### config.mk
export PLATFORM = sky130hd
export DESIGN_NAME = coin_arbiter
export DESIGN_NICKNAME = d
export VERILOG_FILES = /design/src/rtl/coin_arbiter.sv
export SDC_FILE = /design/constraint.sdc
export NUM_CORES = 1
export LEC_CHECK = 0
export CAP_MARGIN = 20
export CELL_PAD_IN_SITES_DETAIL_PLACEMENT = 1
export CELL_PAD_IN_SITES_GLOBAL_PLACEMENT = 1
export CORE_MARGIN = 8
export CORE_UTILIZATION = 43
export DETAILED_ROUTE_END_ITERATION = 10
export PLACE_DENSITY = 0.87
export SETUP_SLACK_MARGIN = 0.5
export SLEW_MARGIN = 20
export SYNTH_ARGS = -nofsm -noshare
export SYNTH_HDL_FRONTEND = slang
export SYNTH_SLANG_ARGS = --single-unit
### constraint.sdc
create_clock -name clk -period 3 [get_ports clk]
set_input_delay 0.6 -clock clk [delete_from_list [all_inputs] [get_ports clk]]
set_output_delay 0.6 -clock clk [all_outputs]
set_load 0.005 [all_outputs]
### src/rtl/coin_arbiter.sv
// coin_arbiter: merges two coin slots into registered one/two/five pulses
// for the vending FSM, with round-robin arbitration, a forced gap after
// every pulse and a holdoff after every dispense indication.
// Optional macro COIN_ARBITER_FIFO_EN: each slot gets a 2-entry in-order
// FIFO instead of the default single-entry buffer.

module coin_arbiter_buf #(
    parameter int DEPTH = 1
) (
    input  logic       clk,
    input  logic       reset_n,
    input  logic       push,
    input  logic [1:0] push_code,
    input  logic       pop,
    output logic [1:0] head,
    output logic       empty,
    output logic       full
);

    logic [1:0] mem0;
    logic [1:0] mem1;
    logic [1:0] count;

    // Keep up to DEPTH codes in arrival order; mem0 is always the head, and
    // a push and pop in the same cycle are both applied.
    always_ff @(posedge clk or negedge reset_n) begin
        if (!reset_n) begin
            count <= 2'd0;
            mem0  <= 2'b00;
            mem1  <= 2'b00;
        end else begin
            case ({push, pop})
                2'b10: begin
                    if (count == 2'd0)
                        mem0 <= push_code;
                    else
                        mem1 <= push_code;
                    count <= count + 2'd1;
                end
                2'b01: begin
                    mem0  <= mem1;
                    count <= count - 2'd1;
                end
                2'b11: begin
                    if (count == 2'd1) begin
                        mem0 <= push_code;
                    end else begin
                        mem0 <= mem1;
                        mem1 <= push_code;
                    end
                end
                default: begin
                end
            endcase
        end
    end

    assign head  = mem0;
    assign empty = (count == 2'd0);
    assign full  = (count == 2'(DEPTH));

endmodule

module coin_arbiter #(
    parameter int GAP  = 1,
    parameter int LOCK = 2
) (
    input  logic       clk,
    input  logic       reset_n,
    input  logic       a_valid,
    input  logic [1:0] a_coin,
    output logic       a_ready,
    input  logic       b_valid,
    input  logic [1:0] b_coin,
    output logic       b_ready,
    input  logic       d_in,
    output logic       one,
    output logic       two,
    output logic       five,
    output logic       err_coin,
    output logic       busy
);

`ifdef COIN_ARBITER_FIFO_EN
    localparam int DEPTH = 2;
`else
    localparam int DEPTH = 1;
`endif

    typedef enum logic [1:0] {
        ST_IDLE,
        ST_ISSUE,
        ST_GAP,
        ST_LOCK
    } state_t;

    state_t     state;
    logic [3:0] cnt;
    logic       d_pend;
    logic       last_grant_b;

    logic       a_fire;
    logic       b_fire;
    logic       a_push;
    logic       b_push;
    logic       a_bad;
    logic       b_bad;
    logic       a_pop;
    logic       b_pop;
    logic [1:0] a_head;
    logic [1:0] b_head;
    logic       a_empty;
    logic       b_empty;
    logic       a_full;
    logic       b_full;
    logic       a_ne;
    logic       b_ne;
    logic       decide;
    logic       lock_req;
    logic       issue;
    logic       grant_a;
    logic [1:0] grant_code;

    // A transfer happens on valid & ready; code 00 is consumed but never buffered.
    assign a_fire = a_valid & a_ready;
    assign b_fire = b_valid & b_ready;
    assign a_push = a_fire & (a_coin != 2'b00);
    assign b_push = b_fire & (b_coin != 2'b00);
    assign a_bad  = a_fire & (a_coin == 2'b00);
    assign b_bad  = b_fire & (b_coin == 2'b00);

    assign a_ready = ~a_full;
    assign b_ready = ~b_full;
    assign a_ne    = ~a_empty;
    assign b_ne    = ~b_empty;

    // The last GAP cycle arbitrates exactly like IDLE, so back-to-back coins
    // are spaced 1+GAP cycles; a dispense seen this very cycle also counts.
    assign decide     = (state == ST_IDLE) || ((state == ST_GAP) && (cnt == 4'd0));
    assign lock_req   = d_pend | d_in;
    assign issue      = decide & ~lock_req & (a_ne | b_ne);
    assign grant_a    = a_ne & (~b_ne | last_grant_b);
    assign grant_code = grant_a ? a_head : b_head;
    assign a_pop      = issue & grant_a;
    assign b_pop      = issue & ~grant_a;

    assign busy = (state != ST_IDLE) | a_ne | b_ne;

    coin_arbiter_buf #(.DEPTH(DEPTH)) u_buf_a (
        .clk       (clk),
        .reset_n   (reset_n),
        .push      (a_push),
        .push_code (a_coin),
        .pop       (a_pop),
        .head      (a_head),
        .empty     (a_empty),
        .full      (a_full)
    );

    coin_arbiter_buf #(.DEPTH(DEPTH)) u_buf_b (
        .clk       (clk),
        .reset_n   (reset_n),
        .push      (b_push),
        .push_code (b_coin),
        .pop       (b_pop),
        .head      (b_head),
        .empty     (b_empty),
        .full      (b_full)
    );

    // Sequencer: IDLE/GAP-exit arbitration, one-cycle ISSUE pulse, timed GAP and LOCK phases.
    always_ff @(posedge clk or negedge reset_n) begin
        if (!reset_n) begin
            state        <= ST_IDLE;
            cnt          <= 4'd0;
            one          <= 1'b0;
            two          <= 1'b0;
            five         <= 1'b0;
            d_pend       <= 1'b0;
            last_grant_b <= 1'b1;
        end else begin
            one  <= 1'b0;
            two  <= 1'b0;
            five <= 1'b0;
            if (d_in)
                d_pend <= 1'b1;
            if (decide) begin
                if (lock_req) begin
                    state  <= ST_LOCK;
                    cnt    <= 4'(LOCK - 1);
                    d_pend <= 1'b0;
                end else if (issue) begin
                    state        <= ST_ISSUE;
                    one          <= (grant_code == 2'b01);
                    two          <= (grant_code == 2'b10);
                    five         <= (grant_code == 2'b11);
                    last_grant_b <= ~grant_a;
                end else begin
                    state <= ST_IDLE;
                end
            end else begin
                case (state)
                    ST_ISSUE: begin
                        state <= ST_GAP;
                        cnt   <= 4'(GAP - 1);
                    end
                    ST_GAP, ST_LOCK: begin
                        if (cnt == 4'd0)
                            state <= ST_IDLE;
                        else
                            cnt <= cnt - 4'd1;
                    end
                    default: begin
                        state <= ST_IDLE;
                    end
                endcase
            end
        end
    end

    // A single error pulse covers one or both slots delivering code 00.
    always_ff @(posedge clk or negedge reset_n) begin
        if (!reset_n)
            err_coin <= 1'b0;
        else
            err_coin <= a_bad | b_bad;
    end

endmodule
* Word-level counts from Yosys, hierarchy flattened
Index checks and enable logic that the tools add are counted.
Widths: inputs -> output; s select.
** Word-level totals
- Output and inout bits :: 7
- Bits in registers :: 24
- Bits of input ports :: 9
- Word-level logic and storage cells :: 126
** Operators by class
- Bitwise logic cells :: 23
- Muxes and demuxes :: 36
- $add $sub $neg :: 5
- Reductions and logical operators :: 25
- Eq/ne operators :: 23
** Operator list (count)
- $mux 2 :: 12
- $pmux 2 s2 :: 5
- $eq 2x2->1 const B :: 8
- $reduce_bool 2->1 :: 7
- $mux 1 :: 13
- $eq 2x1->1 const B :: 6
- $mux 4 :: 3
- $ne 2x2->1 const B :: 6
- $pmux 2 s3 :: 2
- $reduce_and 3->1 :: 4
- $and 1x1->1 :: 11
- $logic_not 2->1 :: 5
- $reduce_bool 3->1 :: 3
- $pmux 4 s2 :: 1
- $ne 3x3->1 const B :: 2
- $not 1->1 :: 6
- $or 1x1->1 :: 6
- $add 2x1->2 const B :: 2
- $logic_not 4->1 :: 1
- $reduce_and 2->1 :: 2
- $sub 2x1->2 const B :: 2
- $sub 4x1->4 const B :: 1
- $ne 2x1->1 const B :: 1
- $reduce_or 2->1 :: 1
- other kinds (2) :: 2

* Logic depth before layout (Yosys ltp)
Gate-level depths: netlist of the first run.
- Word-level depth :: 9
- Mapped depth :: 11

* Modules after synthesis
From an unflattened synthesis of the first run, not the netlist that was laid out.
** Second synthesis, totals
- Cell total of the unflattened synthesis :: 159
- Area, all modules :: 1590.3 um2
** By module, submodules not included
- coin_arbiter_buf :: times used 2, area an instance 466.7 um2, cells an instance 45, sequential area each 150.1 um2
- coin_arbiter :: times used 1, area an instance 656.9 um2, cells an instance 69, sequential area each 301.5 um2

* Worst setup path before layout of the first run
Ideal clock, no wire load.
- Path type :: reg2reg
- Start point :: register cnt[0]
- End point :: register u_buf_a.mem1[0]
- Cell stages (with the launch flop) :: 10
- Setup slack :: 0.597 ns
- Data required time :: 2.875 ns
- Setup time :: 0.125 ns
- Arrival :: 2.278 ns
- Path through :: dfrtp_1 -> inv_1 -> ha_1 -> nor4b_4 -> o21a_1 -> nand2_1 -> ha_1 -> and2_1 -> nor3_1 -> mux2_2
** On the way
- Longest elaborated chain between the ends :: 9
** RTL lines
- from (decl) :: RTL line 98 : logic [3:0] cnt;
- from (signal assigned) :: RTL line 190 : cnt <= 4'(LOCK - 1);
- from (signal assigned) :: RTL line 205 : cnt <= 4'(GAP - 1);
- from (signal assigned) :: RTL line 211 : cnt <= cnt - 4'd1;
- $logic_not 4->1 (*) :: RTL line 139 : assign decide = (state == ST_IDLE) || ((state == ST_GAP) && (cnt == 4'd0));
- $logic_and 1x1->1 (*) :: RTL line 139
- $logic_or 1x1->1 (*) :: RTL line 139
- $and 1x1->1 (*) (2 in a row) :: RTL line 141 : assign issue = decide & ~lock_req & (a_ne | b_ne);
- $and 1x1->1 (*) :: RTL line 144 : assign a_pop = issue & grant_a;
- $eq 2x2->1 :: RTL line 32 : case ({push, pop})
- $ne 2x2->1 (no line) / $reduce_bool 2->1 (equally long branches)
- $reduce_and 3->1 (no line)
- to (signal assigned) :: RTL line 37 : mem1 <= push_code;
- to (signal assigned) :: RTL line 49 : mem1 <= push_code;
- to (decl) :: RTL line 21 : logic [1:0] mem1;
Mark *: on every way between the ends. The rest lies on a longest branch, timed or not.
A chain may end at the register's enable or synchronous reset.

* Worst setup path after layout of the first run
Same ends and word-level chain as after synthesis.

==> flow_summary.yaml, run 1 <==
status:
  status: "completed"
critical_path:
  worstSetupEndpoint: "u_buf_a.mem1[0]"
  cp.arrival_ps: 2680
  worst-path-buf-inv: 1
  r2r-end: "u_buf_a.mem1[0]"
  crit_start: "cnt[0]"
  cp_slowest_cell: "dfrtp_1"
  r2r_setup_slack_ps: 570
  reg2regPathDepth: 9
  path_depth: 9
  crit_type: "flop to flop"
  cp-end-kind: "flop"
  r2r-start: "cnt[0]"
  cp_top_family: "simple AND/OR/NAND/NOR gates"
  worst_path_largest_cell_delay_ps: 420
  cp.required_ps: 3240
  cp_cell_sequence: "inv_1 > ha_2 > nor4b_4 > o21a_1 > nand2_1 > ha_1 > and2_1 > nor3_2 > mux2_2"
  crit_path_start_kind: "flop"
  critPathMaxFanout: 4
global_route:
  grt_max_degree: 25
  grt_use_total_pct: 14.4
  grt_pass1_vias: 1344
  antenna_found_initial: 0
  overflow: 0
  grt_pass1_wl_um: 6250
clock_tree:
  clk_latency_ps: 340
  cts.sinks: 24
  cts_max_level: 1
  root_buffer: "clkbuf_4"
  numCtsBuffers: 3
  cts_tree: "built"
  cts.clk_slew.worst_paths_ps: 150
  clock_path_buffers: 2
synthesis:
  yosys.area_share.adder_pct: 10.9
  synth.ff_latch_count: 24
  synthesis.nets: 175
  async_reset_ff_share_pct: 100
  synth_cells: 153
  ys_types: 43
  synth-seq-area-share_pct: 40.4
  synth-simple-area-share_pct: 19.5
  avgSynthCellArea_um2: 9.73
  synthXorXnorAreaFrac_pct: 1.18
  ys.flop_type: "dfrtp_1"
  synth_area_um2: 1490
  synth_edf_count: 0
  synth_compound_area_share_pct: 16.3
  ys_warn_count: 0
  synth_top_family_by_area: "simple AND/OR/NAND/NOR gates"
  muxShareOfSynthArea_pct: 6.72
pwr:
  clockPowerShare_pct: 15.4
  netSwitchingFraction_pct: 39.3
  switchingPower_w: 0.000633
  power_leakage_nw: 0.811
  peakVddDrop_uv: 316
  powerDensity_nw_per_um2: 873
  p_comb_share_pct: 48.2
  intPower_w: 0.000976
  p_seq_share_pct: 36.4
  finalPower_w: 0.00161
floorplanning:
  initial_core_util_pct: 44.6
  die_h_um: 74.8
  die_w_um: 74.8
  num_rows: 21
  core_area_um2: 3340
  io_pins: 16
  die_area_um2: 5600
place:
  routabilityCongestion: 0.758
  post-dp-hpwl_um: 2730
  port_buffers: 15
sta:
  worstMarginPinSlew_ps: 423
  rsz0062_at_grt: "no"
  finalSetupViolations: 0
  hold_viol_final: 0
  fmax_ghz: 0.411
  fin_skew_ps: 5.60
  finalCriticalPeriod_ps: 2430
  post-route-period-util_pct: 81.2
  relSlewSlack_pct: 71.7
  setup_tns_ps: 0
  drv_slew: 0
finish:
  num_antenna_cells: 0
  synthToLayoutAreaGrowth_pct: 23.9
  final_nets: 202
  drive_gt1_share_pct: 20.1
  finish.utilization_pct: 55.3
  fillers: 397
route:
  routed_wl_um: 3660
  via_per_inst: 5.52
  post_drt_wl_per_cell_um: 16.3
  drtIter0Drc: 55
  drt_first_pass_iters: 4
  drc: 0
  vias: 1242
  antenna_left: 0
run:
  cap_violations: 0
min_path:
  hold_class: "flop to flop"
[power groups by stage]
stage                     registers [W]  logic (W)  clock network [W]
final                          0.000586   0.000775           0.000249
after detailed placement       0.000593   0.000710                  0
after global routing           0.000604   0.000867           0.000259
after floorplan                0.000551   0.000523                  0
after global placement         0.000580   0.000657                  0
after CTS                      0.000584   0.000743           0.000251
[worst register-to-register path, stage by stage, from the launching register on]
cell,delay (ps)
dfrtp_1,420
inv_1,80
ha_2,200
nor4b_4,300
o21a_1,190
nand2_1,90
ha_1,240
and2_1,220
nor3_2,240
mux2_2,350
[flip-flops by register name, indices dropped and copies added, names as in the netlist, 2 cells and up]
signal / cells
cnt: 4
state: 2
u_buf_a.count: 2
u_buf_a.head: 2
u_buf_a.mem1: 2
u_buf_b.count: 2
u_buf_b.head: 2
u_buf_b.mem1: 2
[final cells by class]
cell class,instances,area (um^2),area share (%)
inverter,17,68.8,3.73
multi-input combinational,111,853,46.3
tap,46,57.6,3.12
clock buffer,3,22.5,1.22
sequential,24,602,32.6
clock inverter,1,30.0,1.63
timing repair buffer,23,210,11.4
[logic make-up after synthesis]
group           count (synthesis)
compound gates                 35
xor+xnor                        2
mux                             9
simple gates                   52
buf+inv                        18
flops                          24
fa+ha+maj                      13
[metal layers]
metal / vias up / wire length [um] / global-route usage [%]
met5: - / 0 / 0
met4: 0 / 53 / 5.87
met3: 5 / 117 / 2.40
met2: 23 / 1800 / 24.1
met1: 626 / 1690 / 17.9
li1: 588 / - / -
[synth_stat cells, types with 2 or more instances]
| cell type | number | share of area (%) |
|---|---|---|
| a211oi_1 | 2 | 1.0 |
| o31ai_1 | 3 | 1.5 |
| nor2_1 | 9 | 2.3 |
| ha_1 | 13 | 11 |
| o21a_1 | 2 | 1.0 |
| nor3_1 | 5 | 1.7 |
| o21ai_0 | 7 | 2.4 |
| nand3b_1 | 4 | 2.0 |
| nor2b_1 | 4 | 1.7 |
| and2_1 | 2 | 0.84 |
| xnor2_1 | 2 | 1.2 |
| or2_2 | 2 | 0.84 |
| nand2_1 | 11 | 2.8 |
| mux2_2 | 7 | 5.3 |
| a311oi_1 | 2 | 1.2 |
| a21o_1 | 3 | 1.5 |
| nand3_1 | 7 | 2.4 |
| dfrtp_1 | 23 | 39 |
| a21oi_1 | 4 | 1.3 |
| inv_1 | 15 | 3.8 |
| o2111ai_1 | 2 | 1.2 |
| a31oi_1 | 2 | 0.84 |
| a22oi_1 | 2 | 1.0 |
[stage by stage]
step / cells / area (um^2) / hold slack, ps / setup slack [ps]
CTS: 222 / 1800 / 520 / 511
global placement: 216 / 1710 / 466 / 232
global route: 225 / 1840 / 552 / 459
floorplan: 153 / 1490 / 304 / 597
finish: 225 / 1840 / 517 / 565
detailed placement: 216 / 1710 / 487 / 78.6
[placed cells by master, fill, tap and decap left out, types with 4 or more instances in the layout]
master / Yosys / final
nand3_1: 7 / 7
nor3_1: 5 / 4
ha_1: 13 / 9
nand3b_1: 4 / 4
o21ai_0: 7 / 7
nor2_1: 9 / 9
a21oi_1: 4 / 4
nor2b_1: 4 / 4
buf_4: 0 / 8
dfrtp_1: 23 / 23
inv_1: 15 / 15
clkdlybuf4s50_1: 0 / 15
mux2_2: 7 / 7
nand2_1: 11 / 11
[how the worst min path moves through the flow]
stage                          start               end  slack (ps)  cells past startpoint
finish              u_buf_b.count[1]  u_buf_b.count[1]         520                      2
global route            last_grant_b      last_grant_b         550                      1
CTS                 u_buf_b.count[1]  u_buf_b.count[1]         520                      2
detailed placement  u_buf_b.count[1]  u_buf_b.count[1]         490                      2
global placement    u_buf_a.count[1]  u_buf_a.count[1]         470                      2
floorplan                    reset_n            cnt[0]         300                      0
[repair_timing]
action	in CTS	in global routing
endpoints found under the setup margin	5	5
buffers inserted	2	3
hold buffers	0	0
pin swaps	0	2
gates resized for setup	3	5
Power figures use the tool's default switching activity.
==> run 2, diff against run 1 <==
CORE_UTILIZATION = 39   (was 43)
PLACE_DENSITY = 0.84   (was 0.87)
clock period = 2.2 ns   (was 3 ns; I/O delays follow)
==> run 2 against run 1 <==
The run now ends with setup timing left. Utilization increased by 16 points. Hold slack got worse by 20 ps. First-iteration DRC count increased by 75%. Flip-flop and latch count unchanged. Highest routed layer unchanged. Cell area increased by 42%. Global-route usage increased by 4.7 points. Clock skew increased by 6.4 ps. Die area increased by 8.0%. Critical path depth increased by 2. Setup slack got worse by 750 ps.
==> flow_summary.yaml, run 2 (synthesis gave the netlist of run 1 again) <==
clock_tree:
  cts.sinks: 24
  clk_latency_ps: 280
  cts.clk_slew.worst_paths_ps: 100
  numCtsBuffers: 3
  clock_path_buffers: 2
  cts_tree: "built"
  root_buffer: "clkbuf_8"
  cts_max_level: 1
finish:
  finalNonFillerCells: 273
  layout_commonest_cell: "buf_4"
  largest_register: "cnt"
  drive_gt1_share_pct: 57.3
  largest_register_ff_count: 4
  fillers: 372
  synthToLayoutAreaGrowth_pct: 76.1
  final_cell_mix: "buf_4 (41), dfrtp_1 (23), ha_4 (12), clkdlybuf4s50_1 (12), buf_6 (12)"
  num_antenna_cells: 0
  final_nets: 248
place:
  port_buffers: 15
  routabilityCongestion: 0.801
  post-dp-hpwl_um: 3460
  dpl.cell_count: 245
critical_path:
  critPathMaxFanout: 5
  crit_path_start_kind: "flop"
  reg2regPathDepth: 11
  worst-path-buf-inv: 2
  cp.required_ps: 2390
  cp.arrival_ps: 2570
  worst_path_largest_cell_delay_ps: 430
  r2r-end: "u_buf_b.head[1]"
  crit_type: "flop to flop"
  cp_common_cell: "ha_4"
  cp_top_family: "simple AND/OR/NAND/NOR gates"
  r2r_setup_slack_ps: -180
  cp_cell_sequence: "inv_2 > ha_4 > nor4b_4 > o21ai_2 > or3_4 > clkinv_4 > ha_4 > nor2b_4 > o21ai_1 > and3_1 > o31ai_2"
  r2r-start: "cnt[0]"
  cp_slowest_cell: "dfrtp_1"
  cp-end-kind: "flop"
sta:
  finalCriticalPeriod_ps: 2380
  relSlewSlack_pct: 63.9
  rsz0062_at_grt: "yes"
  worstMarginPinSlew_ps: 540
  timing.final.ws_setup_ps: -183
  fin_skew_ps: 12.0
  fmax_ghz: 0.420
  drv_slew: 0
  hold_viol_final: 0
  finalSetupViolations: 8
  setup_tns_ps: -1190
  post-route-period-util_pct: 108
  whs_ps: 497
pwr:
  peakVddDrop_uv: 766
  powerDensity_nw_per_um2: 1270
  power_leakage_nw: 1.13
route:
  routed_wl_um: 6940
  drt_first_pass_iters: 4
  post_drt_wl_per_cell_um: 25.4
  vias: 1576
  via_per_inst: 5.77
  antenna_left: 0
  drc: 0
  drtIter0Drc: 96
global_route:
  grt_max_degree: 15
  antenna_found_initial: 0
  grt_pass1_vias: 1781
  overflow: 0
  grt_use_total_pct: 19.1
  grt_pass1_wl_um: 9160
status:
  violations: "setup timing"
  status: "finished, violations left"
run:
  cap_violations: 0
floorplanning:
  initial_core_util_pct: 40.7
  num_rows: 22
  core_area_um2: 3660
  io_pins: 16
  die_h_um: 77.8
  die_w_um: 77.8
  die_area_um2: 6050
min_path:
  hold_class: "input port to asynchronous set/reset pin"
[run 2: cell types whose count changed in the layout (fill, tap and decap cells not counted), sizes merged]
cell           previous run  this run
buf                       8        54
clkdlybuf4s15             0         1
clkdlybuf4s50            15        12
dlygate4sd2               0         2
[run 2: worst max-delay path by stage]
stage | startpoint | endpoint | slack, ps | depth (start not counted)
after floorplan | cnt[0] | u_buf_b.mem1[0] | -50 | 9
after global placement | d_in | u_buf_b.mem1[0] | -230 | 8
after detailed placement | d_in | u_buf_b.mem1[1] | -280 | 8
after CTS | cnt[1] | u_buf_b.mem1[1] | -110 | 9
after global routing | cnt[0] | u_buf_b.mem1[1] | -230 | 9
final | cnt[0] | u_buf_b.head[1] | -180 | 11
[run 2: area by class of cell]
type / count / area (um^2) / area share [%]
multi-input combinational: 111 / 1210 / 46.0
timing repair buffer: 69 / 611 / 23.3
sequential: 24 / 602 / 23.0
inverter: 17 / 71.3 / 2.72
tap: 48 / 60.1 / 2.29
clock buffer: 3 / 41.3 / 1.58
clock inverter: 1 / 30.0 / 1.15
[run 2: worst reg2reg max path: stages (launching register included)]
cell	delay (ps)
dfrtp_1	430
inv_2	100
ha_4	150
nor4b_4	250
o21ai_2	100
or3_4	380
clkinv_4	90
ha_4	170
nor2b_4	160
o21ai_1	90
and3_1	180
o31ai_2	180
[run 2: power by group]
group | internal [W] | switching, W
clock network | 0.000244 | 0.000164
logic | 0.00104 | 0.00103
registers | 0.000628 | 0.000234
total | 0.00191 | 0.00143
[run 2: metal layers]
metal | global-route usage (%) | part of all wire [%] | up-vias
met5 | 0 | 0 | -
met4 | 10.6 | 3.6 | 0
met3 | 3.80 | 4.0 | 24
met2 | 33.5 | 51 | 49
met1 | 21.1 | 42 | 818
li1 | - | - | 685
[run 2: repair_timing]
action                                  in CTS  in global routing
hold buffers                                 0                  0
gates cloned                                 0                  0
endpoints found under the setup margin      22                 25
setup buffers                               17                  7
resized for setup                           44                 35
pin swaps                                   16                 18
[run 2: stage by stage]
stage / power [W] / worst slack [ps] / area (um^2) / util, %
floorplan: 0.00156 / -53.0 / 1620 / -
global placement: 0.00192 / -227 / 2050 / 56.1
finish: 0.00334 / -183 / 2620 / 71.6
global route: 0.00346 / -225 / 2620 / 71.6
CTS: 0.00280 / -106 / 2390 / 65.4
detailed placement: 0.00206 / -285 / 2050 / 56.1
